[config.mk]
export PLATFORM = sky130hd
export DESIGN_NAME = pos_sweep_eval
export DESIGN_NICKNAME = d
export VERILOG_FILES = /design/src/rtl/pos_pkg.sv /design/src/rtl/pos_term_eval.sv /design/src/rtl/pos_sweep_eval.sv
export SDC_FILE = /design/constraint.sdc
export NUM_CORES = 1
export LEC_CHECK = 0
export BUFFER_PORTS_ARGS = -buffer_cell sky130_fd_sc_hd__clkbuf_2
export CAP_MARGIN = 20
export CORE_ASPECT_RATIO = 1.5
export CORE_MARGIN = 2
export CORE_UTILIZATION = 56
export CTS_CLUSTER_SIZE = 8
export DETAILED_ROUTE_END_ITERATION = 10
export MAX_ROUTING_LAYER = met4
export PLACE_DENSITY = 0.9
export SLEW_MARGIN = 20
export SYNTH_ARGS = -nofsm -noshare
export SYNTH_HDL_FRONTEND = slang
export SYNTH_HIERARCHICAL = 1
export SYNTH_SLANG_ARGS = --single-unit
[constraint.sdc]
create_clock -name clk -period 3.45 [get_ports clk]
set_input_delay 0.69 -clock clk [delete_from_list [all_inputs] [get_ports clk]]
set_output_delay 0.69 -clock clk [all_outputs]
set_load 0.02 [all_outputs]
[src/rtl/pos_pkg.sv]
// Shared types and helpers for the programmable product-of-sums evaluator.
package pos_pkg;

  typedef enum logic [1:0] {
    IDLE  = 2'd0,
    SWEEP = 2'd1,
    DONE  = 2'd2
  } state_e;

  function automatic int max_n_in();
    return 6;
  endfunction

  // ones_cnt must reach 2**n, which needs one bit more than the input vector.
  function automatic int cnt_width(input int n);
    return n + 1;
  endfunction

endpackage

[src/rtl/pos_term_eval.sv]
// Combinational POS evaluation: F is the AND of one sum term per present maxterm.
module pos_term_eval #(
  parameter  int N_IN    = 3,
  localparam int N_TERMS = 2 ** N_IN
) (
  input  logic [N_TERMS-1:0] mask,
  input  logic [N_IN-1:0]    vec,
  output logic               f
);

  // A present maxterm k forces F low only on its own combination.
  always_comb begin
    f = 1'b1;
    for (int k = 0; k < N_TERMS; k++) begin
      if (mask[k] && (vec == N_IN'(k))) begin
        f = 1'b0;
      end
    end
  end

endmodule

[src/rtl/pos_sweep_eval.sv]
// Programmable N-input POS evaluator with single registered evaluation and a
// full truth-table sweep that captures the table and its ones count.
module pos_sweep_eval
  import pos_pkg::*;
#(
  parameter  int N_IN    = 3,
  localparam int N_TERMS = 2 ** N_IN
) (
  input  logic               clk,
  input  logic               rst_n,
  input  logic [N_TERMS-1:0] maxterm_mask,
  input  logic               start,
  input  logic               eval_valid,
  input  logic [N_IN-1:0]    eval_vec,
  output logic               eval_rdy,
  output logic               y_valid,
  output logic               y,
  output logic               busy,
  output logic               done,
  output logic [N_IN-1:0]    cur_in,
  output logic               cur_y,
  output logic [N_TERMS-1:0] tt_out,
  output logic [N_IN:0]      ones_cnt
);

  localparam int CW = cnt_width(N_IN);
  localparam logic [N_IN-1:0] IDX_LAST = N_IN'(N_TERMS - 1);

  state_e             state_q;
  logic [N_TERMS-1:0] mask_q;
  logic [N_IN-1:0]    idx_q;
  logic [N_TERMS-1:0] tt_q;
  logic [CW-1:0]      ones_q;
  logic [CW-1:0]      ones_d;
  logic [N_IN-1:0]    cur_in_q;
  logic               cur_y_q;
  logic               y_q;
  logic               y_valid_q;
  logic               done_q;
  logic               f_sweep;
  logic               f_eval;

  // Sweep path sees the mask frozen at start; eval path sees the live mask.
  pos_term_eval #(.N_IN(N_IN)) u_sweep_term (
    .mask (mask_q),
    .vec  (idx_q),
    .f    (f_sweep)
  );

  pos_term_eval #(.N_IN(N_IN)) u_eval_term (
    .mask (maxterm_mask),
    .vec  (eval_vec),
    .f    (f_eval)
  );

  assign ones_d = ones_q + CW'(f_sweep);

  // done is registered while leaving DONE, so it lands one edge after DONE is entered.
  always_ff @(posedge clk or negedge rst_n) begin
    if (!rst_n) begin
      state_q   <= IDLE;
      mask_q    <= '0;
      idx_q     <= '0;
      tt_q      <= '0;
      ones_q    <= '0;
      cur_in_q  <= '0;
      cur_y_q   <= 1'b0;
      y_q       <= 1'b0;
      y_valid_q <= 1'b0;
      done_q    <= 1'b0;
    end else begin
      done_q    <= 1'b0;
      y_valid_q <= 1'b0;
      if (eval_valid && (state_q == IDLE)) begin
        y_valid_q <= 1'b1;
        y_q       <= f_eval;
      end
      case (state_q)
        IDLE: begin
          if (start) begin
            mask_q  <= maxterm_mask;
            tt_q    <= '0;
            ones_q  <= '0;
            idx_q   <= '0;
            state_q <= SWEEP;
          end
        end
        SWEEP: begin
          cur_in_q    <= idx_q;
          cur_y_q     <= f_sweep;
          tt_q[idx_q] <= f_sweep;
          ones_q      <= ones_d;
          idx_q       <= idx_q + N_IN'(1);
          if (idx_q == IDX_LAST) begin
            state_q <= DONE;
          end
        end
        DONE: begin
          done_q  <= 1'b1;
          state_q <= IDLE;
        end
        default: state_q <= IDLE;
      endcase
    end
  end

  assign eval_rdy = (state_q == IDLE);
  assign busy     = (state_q != IDLE);
  assign y_valid  = y_valid_q;
  assign y        = y_q;
  assign done     = done_q;
  assign cur_in   = cur_in_q;
  assign cur_y    = cur_y_q;
  assign tt_out   = tt_q;
  assign ones_cnt = ones_q;

endmodule

; Word level (Yosys, flattened, before mapping)
; Index checks and enable logic that the tools add are counted.
[word_totals]
input_bits = 15
regBits = 32
elab_cells = 88
out_inout_bits = 21
[classes]
mux = 30
reduce_logical = 26
magnitude_cmp = 2
n_eq_ne = 18
add_sub_neg = 2
[op_table]
columns = cell, n
row1 = $eq A3 B3 Y1 const B, 8
row2 = $mux W1, 19
row3 = $logic_and A1 B1 Y1, 18
row4 = $pmux W8 S2, 1
row5 = $eq A3 B2 Y1 const B, 4
row6 = $bwmux W8, 1
row7 = $mux W8, 1
row8 = $pmux W4 S2, 1
row9 = $eq A3 B1 Y1 const B, 2
row10 = $logic_not A3 Y1, 2
row11 = $pmux W3 S2, 1
row12 = $reduce_and A2 Y1, 3
row13 = $add A4 B1 Y4, 1
row14 = $lt A3 B4 Y1 const B, 1
row15 = $mux W2, 2
row16 = $mux W4, 1
row17 = $ne A2 B2 Y1 const B, 2
row18 = $pmux W2 S2, 1
row19 = $reduce_bool A2 Y1, 2
row20 = $add A3 B1 Y3 const B, 1
row21 = $demux W1 S3, 1
row22 = $ge A3 B1 Y1 const B, 1
row23 = $mux W3, 1
row24 = $eq A2 B1 Y1 const B, 1
row25 = 2 further kinds, 2

; Depth between registers and ports, before layout
[logic_depth]
word_depth = 12
depth_mapped = 7
ltp_nobuf = 7

; Modules after synthesis
; The synthesis kept the hierarchy.
[by_module_without_submodules]
columns = mod, cells_per_inst, area_per_inst_um2, n_inst, seq_area_each_um2
row1 = pos_sweep_eval, 115, 1391.3, 1, 800.8
row2 = pos_term_eval, 3, 62.6, 2, 0.0

; Worst setup path after synthesis
; No wires, ideal clock.
[synth_path]
path_type = register -> register
start = register idx_q[0]
end = register ones_q[2], in the netlist ones_cnt[2]
path_buffers = 0
t_arrival_ps = 1755
path_slack_ps = 1617
synth_period_minus_slack_ps = 1833
required_ps = 3372
path_stages_with_launch = 8
setup_time_ps = 78
path_cell_list = dfrtp_1 > mux4_1 > mux2i_1 > ha_1 > ha_1 > nand3b_1 > xor2_1 > a21oi_1
[synth_between]
elab_chain_len = 12
elab_cells_between_ends = 26
classes_between = add/sub (1) / eq/ne (7) / mux (9) / reduce/logical (9)
[synth_lines]
columns = element, line
row1 = "start, declared", pos_sweep_eval.sv:31  ; logic [N_IN-1:0] idx_q;
row2 = "start signal, assigned", pos_sweep_eval.sv:93  ; idx_q <= idx_q + N_IN'(1);
row3 = $logic_not A3 Y1, pos_term_eval.sv:15  ; if (mask[k] && (vec == N_IN'(k))) begin
row4 = $logic_and A1 B1 Y1, pos_term_eval.sv:15
row5 = $mux W1 (7 in a row), pos_term_eval.sv:15
row6 = $mux W1 *, pos_term_eval.sv:15
row7 = net f_sweep, pos_sweep_eval.sv:40  ; logic f_sweep;
row8 = $add A4 B1 Y4 *, pos_sweep_eval.sv:56  ; assign ones_d = ones_q + CW'(f_sweep);
row9 = $pmux W4 S2 *, pos_sweep_eval.sv:78  ; case (state_q)
row10 = "end signal, assigned", pos_sweep_eval.sv:92  ; ones_q <= ones_d;
row11 = "end, declared", pos_sweep_eval.sv:33  ; logic [CW-1:0] ones_q;
; The timed path passes the listed nets; every way through them passes the cells marked *.
; A chain may end at the register's enable or synchronous reset.

; Worst setup path in the final report
[layout_path]
start = register idx_q[0]
end = register tt_q[6], in the netlist tt_out[6]
[layout_between]
elab_chain_len = 12
elab_cells_between_ends = 31
classes_between = order compare (2) / eq/ne (7) / mux (12) / reduce/logical (10)
[layout_lines]
columns = element, line
row1 = $logic_not A3 Y1, pos_term_eval.sv:15
row2 = $logic_and A1 B1 Y1, pos_term_eval.sv:15
row3 = $mux W1 (7 in a row), pos_term_eval.sv:15
row4 = $mux W1 *, pos_term_eval.sv:15
row5 = net f_sweep, pos_sweep_eval.sv:40
row6 = $bwmux W8 *, pos_sweep_eval.sv:91  ; tt_q[idx_q] <= f_sweep;
row7 = $pmux W8 S2 *, pos_sweep_eval.sv:78
row8 = "end signal, assigned by index", pos_sweep_eval.sv:91
row9 = "end, declared", pos_sweep_eval.sv:32  ; logic [N_TERMS-1:0] tt_q;
; Marks and branches as above.

==> results.md <==
* Synth Flop Type: dfrtp_1
* Port buffer count at 35
* Iter 0 DRT Violations at 25
* Combinational share of power at 0.443
* Final setup vio count at 0
* Worst setup margin at 1230 ps
* EDFF count, synth at 0
* Tmin final at 2220 ps
* Dpl ws at about 1200 ps
* Resized Gates After CTS at 0
* Worst Setup Start Kind: flop
* Post-route cell area at ~0.0018 mm²
* Pint at 0.00103 W
* Mapped cell area at 0.00152 mm²
* Gr ovfl total at 0
* Global-route wire length before repair at between 4 and 5 mm
* Sw Ratio at 0.414
* Cell variety after synth at 29
* Antenna viol nets, final at 0
* Clock sink total at 32
* Most frequent cell after synthesis: dfrtp_1
* Fmax at 451 MHz
* Worst EP required at 3610 ps
* Width of the die at 46.5 µm
* Worst Clk Skew at 2.78 ps
* CTS Hold Bufs at 0
* Clock root buffer: clkbuf_8
* Placer Congestion at between 0.8 and 0.9
* DRC at 0
* Clk pin slew, worst setup/hold paths at 60 ps
* Synth Area per Inst at approximately 13 µm²
* CTS tree: done
* Ant diodes at 0
* CTS Buffer Depth at 2
* Clk pwr share at 0.166
* Slew HR at 0.488
* H-tree depth at 2
* Initial core utilization at 0.579
* Vias in the first global route at roughly 1,100
* Fin Setup TNS at 0 ps
* R2R Setup Slk at 1230 ps
* Ys async rst share at 1.00
* Top Ports at 36
* Power Total at between 0.0015 and 0.002 W
* Maximum vdd ir drop at 0.641 mV
* Drt total wl at 2.90 mm
* Worst slew pin tran at 769 ps
* Postcts setup bufs at 0
* Critical Path Max Stage Delay at 610 ps
* Final period util at 0.643
* Pwr Density at 984 mW/mm²
* Mapped Cells at roughly 120
* Top post-synthesis cells by area: dfrtp_1 53%, mux2_4 6.9%, mux4_1 6.9%
* Area Growth Syn to Fin at 18.0%
* Share of the synthesized area in the top cell type at 0.528
* Dpl hpwl at 2.14 mm
* Antenna violations before repair at 0
* Layout cells sized above 1 at 0.323
* Via Count at between 1,000 and 1,500
* Synth warn at 6
* Area leader, netlist: dfrtp_1
* R2R depth at 4
* Crit path kind: flop to flop
* Crit-path cells: mux4_1 -> mux2i_1 -> clkinv_1 -> o41ai_1
* Net Sw Power at 0.000729 W
* Syn nets at 140
* #FFs+latches synth at 32
* Via/cell ratio at between 5 and 6
* Cts bufs inserted at 5
* Sequential Power Share at 0.390
* Max-cap violations at 0
* Leakage at 0.900 nW
* Latest clock arrival within the worst-skew pair at 290 ps
* Core Region at 0.00262 mm²
* Number of fill cells at 201
* Max Slew Vio Count at 0
* Register area share after synthesis at 0.528
* Worst-path cell with the longest stage delay: mux4_1
* Unrepaired setup endpoints after global routing: false
* Tightest Hold Check Type: input port to asynchronous set/reset pin
* CP bufs+invs at 1
* Die Ht at 67.7 µm
* Crit path max-delay family: multiplexers
* CP Depth at 4
* Crit. End Element: flop
* WP data arrival at 2380 ps
* Outcome: finished clean
* Die area at between 0.003 and 0.004 mm²
* Rows at 23
* Pin count of the biggest net entering global routing at 33
* Post-layout util at 0.683
* Pre-antenna DRT Iters at 4
* Top cells by count, synth: 32 x dfrtp_1, 19 x nand2_1, 7 x mux2_4
* Critical Path Fanout Max at 12
* DR WL/cell at 14.9 µm
* GRT Resource Usage Total at 0.227
* Placed Instance Area at 0.00170 mm²
* Layout Nets at approximately 180
* Final hold violation count at 0
==> cell type report <==
class | count | area, µm² | share of cell area
flip-flops and latches | 32 | 801 | 0.448
multi-input cells | 81 | 669 | 0.374
repair buffers | 35 | 175 | 0.0979
clock buffers | 8 | 90.1 | 0.0503
well taps | 37 | 46.3 | 0.0259
inverters | 2 | 7.51 | 0.00420
==> routing by layer <==
| metal | vias up | wire length, µm | global-route usage |
|---|---|---|---|
| li1 | 521 | - | - |
| met4 | 0 | 68 | 0.125 |
| met2 | 33 | 1610 | 0.363 |
| met1 | 532 | 1100 | 0.245 |
| met3 | 5 | 130 | 0.0668 |
| met5 | - | 0 | - |
==> power groups by stage <==
| stage | clock, W | sequential [W] | combinational, W |
|---|---|---|---|
| 6_report | 0.000293 | 0.000687 | 0.000780 |
| 5_1_grt | 0.000313 | 0.000716 | 0.000871 |
| 4_1_cts | 0.000300 | 0.000687 | 0.000787 |
| 3_5_place_dp | 0 | 0.000694 | 0.000783 |
| 3_3_place_gp | 0 | 0.000682 | 0.000753 |
| 2_1_floorplan | 0 | 0.000746 | 0.000518 |
==> sequential cells by signal (all words and copies together) (netlist names) <==
name      count
state_q       2
ones_cnt      4
cur_in        3
done          1
mask_q        8
y             1
tt_out        8
cur_y         1
y_valid       1
idx_q         3
==> layout by cell type, fill, tap and decap left out, types with 3 or more instances in the layout <==
master / n
mux4_1: 4
nand3_1: 6
ha_1: 4
o31ai_1: 3
o211ai_1: 3
clkbuf_2: 35
nor2_1: 4
clkbuf_8: 6
nand2b_1: 3
dfrtp_1: 32
nand2_1: 19
mux2_4: 7
o41ai_1: 4
o311ai_0: 5
mux2i_1: 3
==> worst paths after layout <==
check                          from        end
max reg2reg                idx_q[0]  tt_out[6]
max                        idx_q[0]  tt_out[6]
min in group clk              cur_y      cur_y
min reg2reg                   cur_y      cur_y
min                           rst_n  tt_out[3]
max in group asynchronous     rst_n          y
==> per-stage QoR <==
stage,std cells,hold slack (ps)
2_1_floorplan,121,394
3_3_place_gp,187,459
3_5_place_dp,187,474
4_1_cts,195,488
5_1_grt,195,527
6_report,195,468
==> kinds of logic (layout without fill, tap and decap cells) <==
kind of cell | count (synthesis) | count (layout) | share of synthesized area
XOR/XNOR | 1 | 1 | 0.00578
adder cells (fa/ha/maj) | 4 | 4 | 0.0330
flip-flops | 32 | 32 | 0.528
AO/OA/AOI/OAI | 20 | 20 | 0.101
multiplexers | 16 | 16 | 0.173
buffers and inverters | 8 | 45 | 0.0305
AND/OR/NAND/NOR | 40 | 40 | 0.128
Note: power is estimated with default switching activity, not from simulation.
